**src/rtl/pwr_activity_monitor_pkg.sv**
```systemverilog
// Shared types and constants for the activity-based power monitor.
// Event indices name the core's activity strobes in evt bit order.
package pwr_pkg;

    typedef enum logic {
        IDLE = 1'b0,
        RUN  = 1'b1
    } fsm_state_e;

    localparam int NUM_EVT_DEF   = 8;
    localparam int W_WIDTH_DEF   = 8;
    localparam int ACC_WIDTH_DEF = 24;
    localparam int WIN_WIDTH_DEF = 16;

    localparam int EVT_RETIRE = 0;
    localparam int EVT_ALU    = 1;
    localparam int EVT_LOAD   = 2;
    localparam int EVT_STORE  = 3;
    localparam int EVT_RFWR   = 4;
    localparam int EVT_BRANCH = 5;
    localparam int EVT_STALL  = 6;
    localparam int EVT_SPARE  = 7;

endpackage

```
**src/rtl/pwr_activity_monitor_if.sv**
```systemverilog
// Event/config inputs and valid/ready sample output of the power monitor.
interface pwr_activity_monitor_if
    import pwr_pkg::*;
#(
    parameter int NUM_EVT   = NUM_EVT_DEF,
    parameter int W_WIDTH   = W_WIDTH_DEF,
    parameter int ACC_WIDTH = ACC_WIDTH_DEF,
    parameter int WIN_WIDTH = WIN_WIDTH_DEF
);
    localparam int IDX_W = (NUM_EVT > 1) ? $clog2(NUM_EVT) : 1;

    logic                 en;
    logic [NUM_EVT-1:0]   evt;
    logic [WIN_WIDTH-1:0] win_len;
    logic                 cfg_we;
    logic [IDX_W-1:0]     cfg_idx;
    logic [W_WIDTH-1:0]   cfg_wdata;
    logic                 smp_valid;
    logic                 smp_ready;
    logic [ACC_WIDTH-1:0] smp_energy;
    logic [WIN_WIDTH-1:0] smp_cycles;
    logic                 smp_sat;
    logic [7:0]           drop_cnt;
    logic                 busy;

    modport master (
        output en, evt, win_len, cfg_we, cfg_idx, cfg_wdata, smp_ready,
        input  smp_valid, smp_energy, smp_cycles, smp_sat, drop_cnt, busy
    );

    modport slave (
        input  en, evt, win_len, cfg_we, cfg_idx, cfg_wdata, smp_ready,
        output smp_valid, smp_energy, smp_cycles, smp_sat, drop_cnt, busy
    );

endinterface

```
**src/rtl/pwr_activity_monitor_weight_sum.sv**
```systemverilog
// Combinational masked adder: sums the weight of every asserted event strobe.
module pwr_weight_sum #(
    parameter int NUM_EVT = 8,
    parameter int W_WIDTH = 8,
    parameter int SUM_W   = 11
) (
    input  logic [NUM_EVT-1:0]              evt_i,
    input  logic [NUM_EVT-1:0][W_WIDTH-1:0] weights_i,
    output logic [SUM_W-1:0]                sum_o
);

    // masked accumulation of per-event weights
    always_comb begin
        sum_o = '0;
        for (int i = 0; i < NUM_EVT; i++) begin
            if (evt_i[i]) begin
                sum_o = sum_o + SUM_W'(weights_i[i]);
            end else begin
                sum_o = sum_o;
            end
        end
    end

endmodule

```
**src/rtl/pwr_activity_monitor.sv**
```systemverilog
// Windowed weighted activity accumulator; emits one energy sample per window
// through a valid/ready slot and counts windows lost to backpressure.
module pwr_activity_monitor
    import pwr_pkg::*;
#(
    parameter int NUM_EVT   = NUM_EVT_DEF,
    parameter int W_WIDTH   = W_WIDTH_DEF,
    parameter int ACC_WIDTH = ACC_WIDTH_DEF,
    parameter int WIN_WIDTH = WIN_WIDTH_DEF
) (
    input  logic                  clk_i,
    input  logic                  rst_ni,
    pwr_activity_monitor_if.slave bus
);

    localparam int IDX_W = (NUM_EVT > 1) ? $clog2(NUM_EVT) : 1;
    localparam int SUM_W = W_WIDTH + IDX_W;
    localparam int EXT_W = ((ACC_WIDTH > SUM_W) ? ACC_WIDTH : SUM_W) + 1;
    localparam logic [IDX_W:0] NUM_EVT_L = (IDX_W + 1)'(NUM_EVT);

    fsm_state_e                      state_q, state_d;
    logic [NUM_EVT-1:0][W_WIDTH-1:0] weights_q, weights_d;
    logic [ACC_WIDTH-1:0]            acc_q, acc_d;
    logic [WIN_WIDTH-1:0]            cnt_q, cnt_d;
    logic [WIN_WIDTH-1:0]            win_len_q, win_len_d;
    logic                            sat_q, sat_d;
    logic                            smp_valid_q, smp_valid_d;
    logic [ACC_WIDTH-1:0]            smp_energy_q, smp_energy_d;
    logic [WIN_WIDTH-1:0]            smp_cycles_q, smp_cycles_d;
    logic                            smp_sat_q, smp_sat_d;
    logic [7:0]                      drop_q, drop_d;

    logic [SUM_W-1:0]     evt_sum_s;
    logic [EXT_W-1:0]     acc_ext_s;
    logic                 overflow_s;
    logic [ACC_WIDTH-1:0] acc_next_s;
    logic                 sat_next_s;
    logic                 win_end_s;
    logic                 start_ok_s;
    logic                 slot_free_s;

    pwr_weight_sum #(
        .NUM_EVT (NUM_EVT),
        .W_WIDTH (W_WIDTH),
        .SUM_W   (SUM_W)
    ) u_weight_sum (
        .evt_i     (bus.evt),
        .weights_i (weights_q),
        .sum_o     (evt_sum_s)
    );

    // datapath: exact wide add, clamped to the accumulator's all-ones value
    assign acc_ext_s   = EXT_W'(acc_q) + EXT_W'(evt_sum_s);
    assign overflow_s  = acc_ext_s > EXT_W'({ACC_WIDTH{1'b1}});
    assign acc_next_s  = overflow_s ? {ACC_WIDTH{1'b1}} : acc_ext_s[ACC_WIDTH-1:0];
    assign sat_next_s  = sat_q | overflow_s;
    assign win_end_s   = (cnt_q == (win_len_q - WIN_WIDTH'(1)));
    assign start_ok_s  = bus.en && (bus.win_len != '0);
    assign slot_free_s = !smp_valid_q || bus.smp_ready;

    // weight register file write port
    always_comb begin
        weights_d = weights_q;
        if (bus.cfg_we && ({1'b0, bus.cfg_idx} < NUM_EVT_L)) begin
            weights_d[bus.cfg_idx] = bus.cfg_wdata;
        end else begin
            weights_d = weights_q;
        end
    end

    // FSM next state, window accumulation and sample slot
    always_comb begin
        state_d      = state_q;
        acc_d        = acc_q;
        cnt_d        = cnt_q;
        win_len_d    = win_len_q;
        sat_d        = sat_q;
        smp_valid_d  = smp_valid_q && !bus.smp_ready;
        smp_energy_d = smp_energy_q;
        smp_cycles_d = smp_cycles_q;
        smp_sat_d    = smp_sat_q;
        drop_d       = drop_q;
        case (state_q)
            IDLE: begin
                if (start_ok_s) begin
                    state_d   = RUN;
                    win_len_d = bus.win_len;
                    acc_d     = '0;
                    cnt_d     = '0;
                    sat_d     = 1'b0;
                end else begin
                    state_d = IDLE;
                end
            end
            RUN: begin
                if (!bus.en) begin
                    // abort wins over a coinciding window end: partial window is dropped
                    state_d = IDLE;
                end else if (win_end_s) begin
                    if (slot_free_s) begin
                        smp_valid_d  = 1'b1;
                        smp_energy_d = acc_next_s;
                        smp_cycles_d = win_len_q;
                        smp_sat_d    = sat_next_s;
                    end else if (drop_q != 8'hFF) begin
                        drop_d = drop_q + 8'd1;
                    end else begin
                        drop_d = drop_q;
                    end
                    if (start_ok_s) begin
                        win_len_d = bus.win_len;
                        acc_d     = '0;
                        cnt_d     = '0;
                        sat_d     = 1'b0;
                    end else begin
                        state_d = IDLE;
                    end
                end else begin
                    acc_d = acc_next_s;
                    cnt_d = cnt_q + WIN_WIDTH'(1);
                    sat_d = sat_next_s;
                end
            end
            default: begin
                state_d = IDLE;
            end
        endcase
    end

    // state and output registers
    always_ff @(posedge clk_i or negedge rst_ni) begin
        if (!rst_ni) begin
            state_q      <= IDLE;
            weights_q    <= {NUM_EVT{W_WIDTH'(1)}};
            acc_q        <= '0;
            cnt_q        <= '0;
            win_len_q    <= '0;
            sat_q        <= 1'b0;
            smp_valid_q  <= 1'b0;
            smp_energy_q <= '0;
            smp_cycles_q <= '0;
            smp_sat_q    <= 1'b0;
            drop_q       <= 8'd0;
        end else begin
            state_q      <= state_d;
            weights_q    <= weights_d;
            acc_q        <= acc_d;
            cnt_q        <= cnt_d;
            win_len_q    <= win_len_d;
            sat_q        <= sat_d;
            smp_valid_q  <= smp_valid_d;
            smp_energy_q <= smp_energy_d;
            smp_cycles_q <= smp_cycles_d;
            smp_sat_q    <= smp_sat_d;
            drop_q       <= drop_d;
        end
    end

    assign bus.smp_valid  = smp_valid_q;
    assign bus.smp_energy = smp_energy_q;
    assign bus.smp_cycles = smp_cycles_q;
    assign bus.smp_sat    = smp_sat_q;
    assign bus.drop_cnt   = drop_q;
    assign bus.busy       = (state_q == RUN);

endmodule

```
**src/flat_wrapper.sv**
```systemverilog
// flat-port wrapper written by rule: the top's interface ports become plain ports
module pwr_activity_monitor_flat import pwr_pkg::*;
#(
    parameter int NUM_EVT   = NUM_EVT_DEF,
    parameter int W_WIDTH   = W_WIDTH_DEF,
    parameter int ACC_WIDTH = ACC_WIDTH_DEF,
    parameter int WIN_WIDTH = WIN_WIDTH_DEF
)
  (clk_i, rst_ni, bus_en, bus_evt, bus_win_len, bus_cfg_we, bus_cfg_idx, bus_cfg_wdata, bus_smp_ready, bus_smp_valid, bus_smp_energy, bus_smp_cycles, bus_smp_sat, bus_drop_cnt, bus_busy);
  pwr_activity_monitor_if #(.NUM_EVT(NUM_EVT), .W_WIDTH(W_WIDTH), .ACC_WIDTH(ACC_WIDTH), .WIN_WIDTH(WIN_WIDTH)) bus_i ();
  input  logic clk_i;
  input  logic rst_ni;
  input wire logic [$bits(bus_i.en)-1:0] bus_en;
  input wire logic [$bits(bus_i.evt)-1:0] bus_evt;
  input wire logic [$bits(bus_i.win_len)-1:0] bus_win_len;
  input wire logic [$bits(bus_i.cfg_we)-1:0] bus_cfg_we;
  input wire logic [$bits(bus_i.cfg_idx)-1:0] bus_cfg_idx;
  input wire logic [$bits(bus_i.cfg_wdata)-1:0] bus_cfg_wdata;
  input wire logic [$bits(bus_i.smp_ready)-1:0] bus_smp_ready;
  output wire logic [$bits(bus_i.smp_valid)-1:0] bus_smp_valid;
  output wire logic [$bits(bus_i.smp_energy)-1:0] bus_smp_energy;
  output wire logic [$bits(bus_i.smp_cycles)-1:0] bus_smp_cycles;
  output wire logic [$bits(bus_i.smp_sat)-1:0] bus_smp_sat;
  output wire logic [$bits(bus_i.drop_cnt)-1:0] bus_drop_cnt;
  output wire logic [$bits(bus_i.busy)-1:0] bus_busy;
  assign bus_i.en = bus_en;
  assign bus_i.evt = bus_evt;
  assign bus_i.win_len = bus_win_len;
  assign bus_i.cfg_we = bus_cfg_we;
  assign bus_i.cfg_idx = bus_cfg_idx;
  assign bus_i.cfg_wdata = bus_cfg_wdata;
  assign bus_i.smp_ready = bus_smp_ready;
  assign bus_smp_valid = bus_i.smp_valid;
  assign bus_smp_energy = bus_i.smp_energy;
  assign bus_smp_cycles = bus_i.smp_cycles;
  assign bus_smp_sat = bus_i.smp_sat;
  assign bus_drop_cnt = bus_i.drop_cnt;
  assign bus_busy = bus_i.busy;
  pwr_activity_monitor #(.NUM_EVT(NUM_EVT), .W_WIDTH(W_WIDTH), .ACC_WIDTH(ACC_WIDTH), .WIN_WIDTH(WIN_WIDTH)) u_core (.clk_i(clk_i), .rst_ni(rst_ni), .bus(bus_i));
endmodule
```
**config.mk**
```make
export PLATFORM = sky130hd
export DESIGN_NAME = pwr_activity_monitor_flat
export DESIGN_NICKNAME = d
export VERILOG_FILES = /design/src/rtl/pwr_activity_monitor_pkg.sv /design/src/rtl/pwr_activity_monitor_if.sv /design/src/rtl/pwr_activity_monitor_weight_sum.sv /design/src/rtl/pwr_activity_monitor.sv /design/src/flat_wrapper.sv
export SDC_FILE = /design/constraint.sdc
export NUM_CORES = 1
export LEC_CHECK = 0
export CORE_MARGIN = 1
export CORE_UTILIZATION = 55
export CTS_CLUSTER_SIZE = 40
export DETAILED_ROUTE_END_ITERATION = 8
export GPL_TIMING_DRIVEN = 0
export PLACE_DENSITY = 0.86
export SLEW_MARGIN = 30
export SYNTH_ARGS = -nofsm -noshare
export SYNTH_HDL_FRONTEND = slang
export SYNTH_SLANG_ARGS = --single-unit
```
**constraint.sdc**
```tcl
create_clock -name clk_i -period 14.16 [get_ports clk_i]
set_input_delay 2.832 -clock clk_i [delete_from_list [all_inputs] [get_ports clk_i]]
set_output_delay 2.832 -clock clk_i [all_outputs]
set_load 0.01 [all_outputs]
```
==> metrics.md, run 1 <==
| Metric | Value |
|---|---|
| Sequential share of the synthesized area | a little under two fifths |
| Worst-Margin Slew | 0.8916 ns |
| Biggest cell delay along the critical path | ~0.51 ns |
| Most numerous cell in the Yosys netlist | dfrtp_1 |
| Worst r2r src | u_core.weights_q[0] |
| Yosys cell types | between 60 and 70 |
| Area growth, synth to finish | 15.90% |
| Syn_nets | roughly 1.4k |
| Register-to-Register Path Depth | 51 |
| Clock slew at reported path FFs | roughly 0.07 ns |
| CTS sink cnt | 172 |
| Max Slew Vio Count | 0 |
| Clock Power Share | 16.7% |
| Critical path's slowest cell | clkdlybuf4s50_1 |
| CTS resizes | 0 |
| Post-Synthesis Cell Area | 0.01157 sq mm |
| Io pins | 91 |
| Cell Area, Placed | 0.01282 sq mm |
| Avg Vias per Cell | 6.053 |
| Hold path start | u_core.bus.smp_cycles[0] |
| Hold path depth | 2 |
| I/O Buffers | a little over 80 |
| Hold_buf cts | 0 |
| Initial Util | 56.65% |
| Final hold vios | 0 |
| Antenna violations before repair | 0 |
| Cells after Synth | 1241 |
| Yosys warnings | 0 |
| Layout cell share with drive strength beyond 1 | a little over an eighth |
| Htree depth | 4 |
| Post-synthesis async set-or-reset flop share | 100.0% |
| Total number of vias | 9849 |
| Combinational share of power | between 60 and 70% |
| Psw | 1.238 mW |
| Skew-Pair Late Insertion Delay | 0.44 ns |
| Initial DRT Pass Iterations | 5 |
| Placement Setup Slack | -0.1876 ns |
| Worst setup SP type | primary input |
| VDD IR max | 0.1379 mV |
| Critical path fanouts, max | 10 |
| CTS tree | yes |
| CTS root buf | clkbuf_16 |
| CP Data Required Time | around 14 ns |
| Most numerous cell on the critical path | ha_1 |
| Final wirelength | 28210 um |
| NumNets Final | 1463 |
| Final Non-Filler Cells | 1627 |
| Final Cycle Share | 93.73% |
| Fmax achieved | 0.07535 GHz |
| WS Path Type | primary input to register |
| Leak | 5.902 nW |
| Pint | 1.529 mW |
| PnR worst setup slack | 0.8883 ns |
| DP Wirelength | 20180 um |
| Antenna Cells | 0 |
| Num CTS Buffers | 17 |
| Syn avg cell area | just over 9 sq um |
| Synth Flop Type | dfrtp_1 |
| Finished Core Util | ~66% |
| Slew HR | 40.30% |
| Hold WS | 0.4920 ns |
| Chip height | between 100 and 150 um |
| End of the worst hold path | u_core.bus.smp_cycles[0] |
| Largest net degree at the start of global routing | just under 80 |
| Placed insts | 1596 |
| Post-synth EDFFs | 0 |
| Seq pwr share | 22.4% |
| Yosys reg bits | 172 |
| First-pass GRT wire length | 46440 um |
| PnR Total Power | 2.767 mW |
| Die ar. | 0.02163 sq mm |
| CTS max path bufs | 2 |
| Top cells by area, synth | dfrtp_1 (35%), mux2_2 (7.6%), ha_1 (7.6%), o21ai_0 (4.5%), nand2_1 (4.0%) |
| RSZ-0062 raised after global routing | false |
| Final Skew | 0.01371 ns |
| Die X | 147.1 um |
| Final setup viols | 0 |
| Max-cap violations | 0 |
| Power per standard cell area | 206.3 mW/mm^2 |
| DRC violation count after routing | 0 |
| Post-synth top area cell | dfrtp_1 |
| Rows | 52 |
| RR Endpoint | u_core.acc_q[17] |
| Grt total ovfl | 0 |
| Status | finished clean |
| Crit path time final | 13.27 ns |
| Final Cell Area | 0.01341 sq mm |
| Fill cells | 1524 |
| TNS Setup | 0 ns |
| Switching part of the total | 44.75% |
| Setup Fix Bufs, Post-CTS | 0 |
| Critical Path Sink Type | register |
| Min-delay worst type | register to register |
| Routability cong. | a little under 0.9 |
| Final ANT Viol Nets | 0 |
| Total core area | 0.02043 sq mm |
| GRT Resource Usage Total | 26.91% |
| Initial DRC count | 682 |
| Post-synth top cells | dfrtp_1 (164), nand2_1 (124), o21ai_0 (103) |
| Critical path arrival | 13.60 ns |
| Post-synth top area share | 35.46% |
| R2r setup slk | 3.56 ns |
| Vias in the first global route | ~9.4k |
| Wire per inst | 17.34 um |
[worst max path at each step]
| stage | start | end | depth (start not counted) |
|---|---|---|---|
| 2_1_floorplan | bus_evt[0] | u_core.sat_q | 52 |
| 3_3_place_gp | bus_evt[0] | u_core.acc_q[9] | 50 |
| 3_5_place_dp | bus_evt[0] | u_core.acc_q[9] | 50 |
| 4_1_cts | bus_evt[0] | u_core.acc_q[10] | 50 |
| 5_1_grt | bus_evt[0] | u_core.acc_q[9] | 53 |
| 6_report | bus_evt[0] | u_core.acc_q[17] | 53 |
[power groups by stage]
stage / clock network, mW / registers [mW] / logic, mW
after floorplan: 0 / 0.613 / 1.28
after global placement: 0 / 0.624 / 1.55
after detailed placement: 0 / 0.627 / 1.63
after CTS: 0.468 / 0.619 / 1.66
after global routing: 0.486 / 0.629 / 1.89
final: 0.462 / 0.619 / 1.69
[flip-flops by register name, indices dropped and copies added, names as in the netlist, 8 cells and up]
register	count
u_core.weights_q	64
u_core.acc_q	24
u_core.bus.smp_energy	24
u_core.bus.smp_cycles	16
u_core.cnt_q	16
u_core.win_len_q	16
u_core.bus.drop_cnt	8
[cells in the final DEF (no fill, tap or decap), drive strengths merged, types with 9 or more instances in the layout]
cell type	n
o21ai	114
nand2	124
o31ai	9
or2	9
nor2	88
a21o	16
and3	11
nor4	11
clkdlybuf4s50	82
inv	69
mux2i	17
a31oi	12
nand4	17
ha	70
nand2b	13
xor2	27
dfrtp	164
and2	11
a21oi	69
nor2b	10
mux2	91
a211oi	19
clkbuf	51
xnor2	51
o21a	20
nand3	38
nor3	21
buf	16
[worst max-delay path, delay by kind of cell]
family,cells,cell delay [ns]
multiplexers,1,0.23
AND/OR/NAND/NOR,11,2.00
XOR/XNOR,4,0.63
adder cells (fa/ha/maj),9,2.90
buffers and inverters,5,0.99
AO/OA/AOI/OAI,23,4.02
[cell type report]
| type | count | area (sq um) | share of cell area [%] |
|---|---|---|---|
| Clock buffer | 17 | 425.4 | 3.171 |
| Timing Repair Buffer | 85 | 890.9 | 6.641 |
| Clock inverter | 14 | 150.1 | 1.119 |
| Buffer | 47 | 217.7 | 1.623 |
| Inverter | 61 | 229.0 | 1.707 |
| Multi-Input combinational cell | 961 | 6849 | 51.06 |
| Tap cell | 270 | 337.8 | 2.518 |
| Sequential cell | 172 | 4314 | 32.16 |
[layer usage]
metal,GRT usage [%],up-vias,part of all wire (%)
li1,-,4674,-
met1,36.08,4731,44
met2,42.38,377,45
met3,4.969,67,6.8
met4,12.37,0,3.8
met5,0,-,0
[kinds of logic (layout without fill, tap and decap cells)]
family / count (synthesis) / after routing / synth area share (%)
flops: 172 / 172 / 37.28
compound gates: 319 / 319 / 17.17
xor+xnor: 79 / 79 / 6.097
fa+ha+maj: 78 / 78 / 8.951
simple gates: 377 / 377 / 15.92
mux: 108 / 108 / 10.75
buf+inv: 108 / 224 / 3.838
(Power assumes the default switching activity.)
==> run 2: changes to the inputs <==
CORE_UTILIZATION = 54   (was 55)
GPL_ROUTABILITY_DRIVEN = 1   (was unset)
PLACE_DENSITY = 0.88   (was 0.86)
SLEW_MARGIN = unset   (was 30)
clock period = 10.73 ns   (was 14.16 ns; I/O delays follow)
==> run 2 against run 1 <==
Against the previous run:
- the run now ends with negative setup slack left
- sequential power is 35% higher
- clock power is 47% higher
- sequential cell count stayed put
- via count is 13% higher
- register-to-register slack worse by 3.2 ns
- count of clock-buffer cells in the layout is 2 higher
- critical path depth stayed put
- core utilization is 6.6 points higher
- first-iteration DRC count is 64% higher
==> metrics.md, run 2 (same netlist as run 1, synthesis figures left out) <==
| Metric | Value |
|---|---|
| Htree depth | 4 (unchanged) |
| Io pins | 91 (unchanged) |
| CTS tree | yes (unchanged) |
| Final setup viols | 50 (was 0) |
| Max reg flops | 64 (unchanged) |
| Area growth, synth to finish | 31.23% (was 15.90%) |
| Slew HR | 9.324% (was 40.30%) |
| Critical path's slowest cell | a2111oi_4 (was clkdlybuf4s50_1) |
| Worst setup SP type | primary input (unchanged) |
| Hold path start | u_core.bus.drop_cnt[6] (was u_core.bus.smp_cycles[0]) |
| Final hold vios | 0 (unchanged) |
| Met1 Resource Use GR | 33.96% (was 36.08%) |
| GRT met3 Usage | 5.920% (was 4.969%) |
| Clock slew at reported path FFs | 0.07 ns (about the same) |
| Num CTS Buffers | 17 (unchanged) |
| CTS max path bufs | 2 (unchanged) |
| First-pass GRT wire length | 50540 um (was 46440 um) |
| Die ar. | 0.02202 sq mm (was 0.02163 sq mm) |
| Crit path time final | 11.70 ns |
| Vias in the first global route | 10.26k (was 9434) |
| PnR worst setup slack | -0.9651 ns (was 0.8883 ns) |
| R2r setup slk | 0.35 ns (was 3.56 ns) |
| DP Wirelength | 21240 um (was 20180 um) |
| Worst Path Buf+Inv | 7 (was 5) |
| VDD IR max | 0.2156 mV (was 0.1379 mV) |
| Max Slew Vio Count | 0 (unchanged) |
| Clock Power Share | 14.2% (was 16.7%) |
| Chip height | 148.4 um (was 147.1 um) |
| Placement Setup Slack | -1.686 ns (was -0.1876 ns) |
| Fmax achieved | 0.08551 GHz |
| WS Path Type | primary input to register (unchanged) |
| Critical path fanouts, max | 5 (was 10) |
| Biggest cell delay along the critical path | 0.48 ns (was 0.51 ns) |
| Register-to-Register Path Depth | 51 (unchanged) |
| Switching part of the total | 45.49% (was 44.75%) |
| Hold_buf cts | 0 (unchanged) |
| Total number of vias | 11.10k (was 9849) |
| Most numerous cell on the critical path | ha_4 (was ha_1) |
| Final Skew | 0.01377 ns (was 0.01371 ns) |
| Critical Path Sink Type | register (unchanged) |
| RSZ-0062 raised after global routing | true (was false) |
| NumNets Final | 1536 (was 1463) |
| CTS sink cnt | 172 (unchanged) |
| Largest net degree at the start of global routing | 116 (was 79) |
| Total core area | 0.02102 sq mm (was 0.02043 sq mm) |
| Final Cell Area | 0.01519 sq mm (was 0.01341 sq mm) |
| M2 GR Usage | 51.38% (was 42.38%) |
| Skew-Pair Late Insertion Delay | 0.45 ns (was 0.44 ns) |
| RR Endpoint | u_core.bus.smp_energy[22] (was u_core.acc_q[17]) |
| Initial DRC count | 1119 (was 682) |
| Combinational share of power | 68.4% (was 60.9%) |
| Final wirelength | 37760 um (was 28210 um) |
| Initial DRT Pass Iterations | 6 (was 5) |
| Initial Util | 55.06% (was 56.65%) |
| Worst r2r src | u_core.weights_q[0] (unchanged) |
| Hold path depth | 1 (was 2) |
| Rows | 53 (was 52) |
| Final Cycle Share | 109.0% |
| GRT Resource Usage Total | 29.25% (was 26.91%) |
| Cell Area, Placed | 0.01293 sq mm (was 0.01282 sq mm) |
| Min-delay worst type | register to register (unchanged) |
| Avg Vias per Cell | 6.508 (was 6.053) |
| Psw | 2.187 mW (was 1.238 mW) |
| Critical path arrival | 11.99 ns (was 13.60 ns) |
| Failing checks | negative setup slack |
| Max-cap violations | 0 (unchanged) |
| End of the worst hold path | u_core.bus.drop_cnt[6] (was u_core.bus.smp_cycles[0]) |
| Leak | 6.495 nW (was 5.902 nW) |
| Layout cell share with drive strength beyond 1 | 28.74% (was 13.04%) |
| Most common cell after layout, fill and taps aside | dfrtp_1 (unchanged) |
| Grt total ovfl | 0 (unchanged) |
| Wire per inst | 22.15 um (was 17.34 um) |
| Family with the most delay on the worst path | compound AO/OA/AOI/OAI gates (unchanged) |
| CTS root buf | clkbuf_16 (unchanged) |
| Final ANT Viol Nets | 0 (unchanged) |
| DRC violation count after routing | 0 (unchanged) |
| Antenna Cells | 0 (unchanged) |
| Routability cong. | 0.9327 (was 0.8955) |
| Power per standard cell area | 316.6 mW/mm^2 (was 206.3 mW/mm^2) |
| Largest Register | u_core.weights_q (unchanged) |
| Most Used Layer, Global Route | met2 (unchanged) |
| Pint | 2.621 mW (was 1.529 mW) |
| Antenna violations before repair | 0 (unchanged) |
| Worst-Margin Slew | 1.350 ns (was 0.8916 ns) |
| I/O Buffers | 83 (unchanged) |
| Status | finished with violations (was finished clean) |
| Seq pwr share | 17.4% (was 22.4%) |
| Die X | 148.4 um (was 147.1 um) |
| Most frequent cells in the layout | dfrtp_1 (164), nand2_1 (117), clkdlybuf4s50_1 (81) (was dfrtp_1 (164), nand2_1 (124), o21ai_0 (102)) |
| CP Data Required Time | 11.03 ns (was 14.49 ns) |
-- run 2: cell types whose count changed in the layout (fill, tap and decap cells not counted), moves of 14 or more --
cell      before  now
a21oi_2        0   24
o21ai_1       12   30
o21ai_0      102   61
nor2_4         1   18
a211oi_2       0   14
nor2_1        84   67
buf_4          0   63
ha_4           0   26
a211oi_1      19    5
o21ai_2        0   20
a21oi_1       69   41
ha_1          70   41
-- run 2: per-layer routing --
metal	wire length, um	vias to the layer above	share of wire [%]
li1	-	4806	-
met1	13870	5403	37
met2	18730	660	50
met3	2869	227	7.6
met4	2295	0	6.1
met5	0	-	0
-- run 2: power by group through the flow --
stage | clock [mW] | sequential, mW | combinational [mW]
2_1_floorplan | 0 | 0.811 | 1.75
3_3_place_gp | 0 | 0.825 | 2.09
5_1_grt | 0.708 | 0.845 | 3.51
6_report | 0.681 | 0.837 | 3.29
4_1_cts | 0.677 | 0.823 | 2.52
3_5_place_dp | 0 | 0.830 | 2.19
-- run 2: timing repair --
item | CTS | global route
pin swaps | 54 | 89
resized for setup | 93 | 164
setup endpoints to repair | 50 | 50
cloned | 0 | 3
buffers inserted | 39 | 34
endpoints found under the hold margin | 0 | 0
-- run 2: per-stage QoR --
step / cells / utilization (%) / total power, mW / hold WS, ns / setup TNS, ns
floorplan: 1241 / - / 2.563 / 0.4711 / 0
global placement: 1599 / 61.34 / 2.911 / 0.4669 / -65.11
detailed placement: 1600 / 61.50 / 3.022 / 0.4738 / -79.43
CTS: 1670 / 67.59 / 4.023 / 0.4934 / 0
global route: 1705 / 72.25 / 5.061 / 0.5171 / -53.71
finish: 1705 / 72.25 / 4.809 / 0.4939 / -41.18
-- run 2: area by class of cell --
| type | instances | area (sq um) |
|---|---|---|
| clock inverter | 12 | 172.7 |
| inverter | 61 | 229.0 |
| multi-input combinational | 962 | 7945 |
| sequential | 172 | 4314 |
| timing repair buffer | 157 | 1485 |
| buffer | 47 | 245.2 |
| tap | 275 | 344.1 |
| clock buffer | 19 | 452.9 |
| fill | 1288 | 5833 |
-- run 2: how the worst max path moves through the flow --
| stage | start | endpoint | slack, ns | cells past startpoint |
|---|---|---|---|---|
| final | bus_evt[0] | u_core.bus.smp_energy[22] | -0.97 | 53 |
| after global routing | bus_evt[0] | u_core.acc_q[19] | -1.21 | 54 |
| after CTS | bus_evt[0] | u_core.acc_q[23] | 0.0002 | 56 |
| after detailed placement | bus_evt[0] | u_core.acc_q[11] | -1.69 | 54 |
| after global placement | bus_evt[0] | u_core.acc_q[11] | -1.40 | 54 |
| after floorplan | bus_evt[0] | u_core.acc_q[21] | 0.02 | 52 |
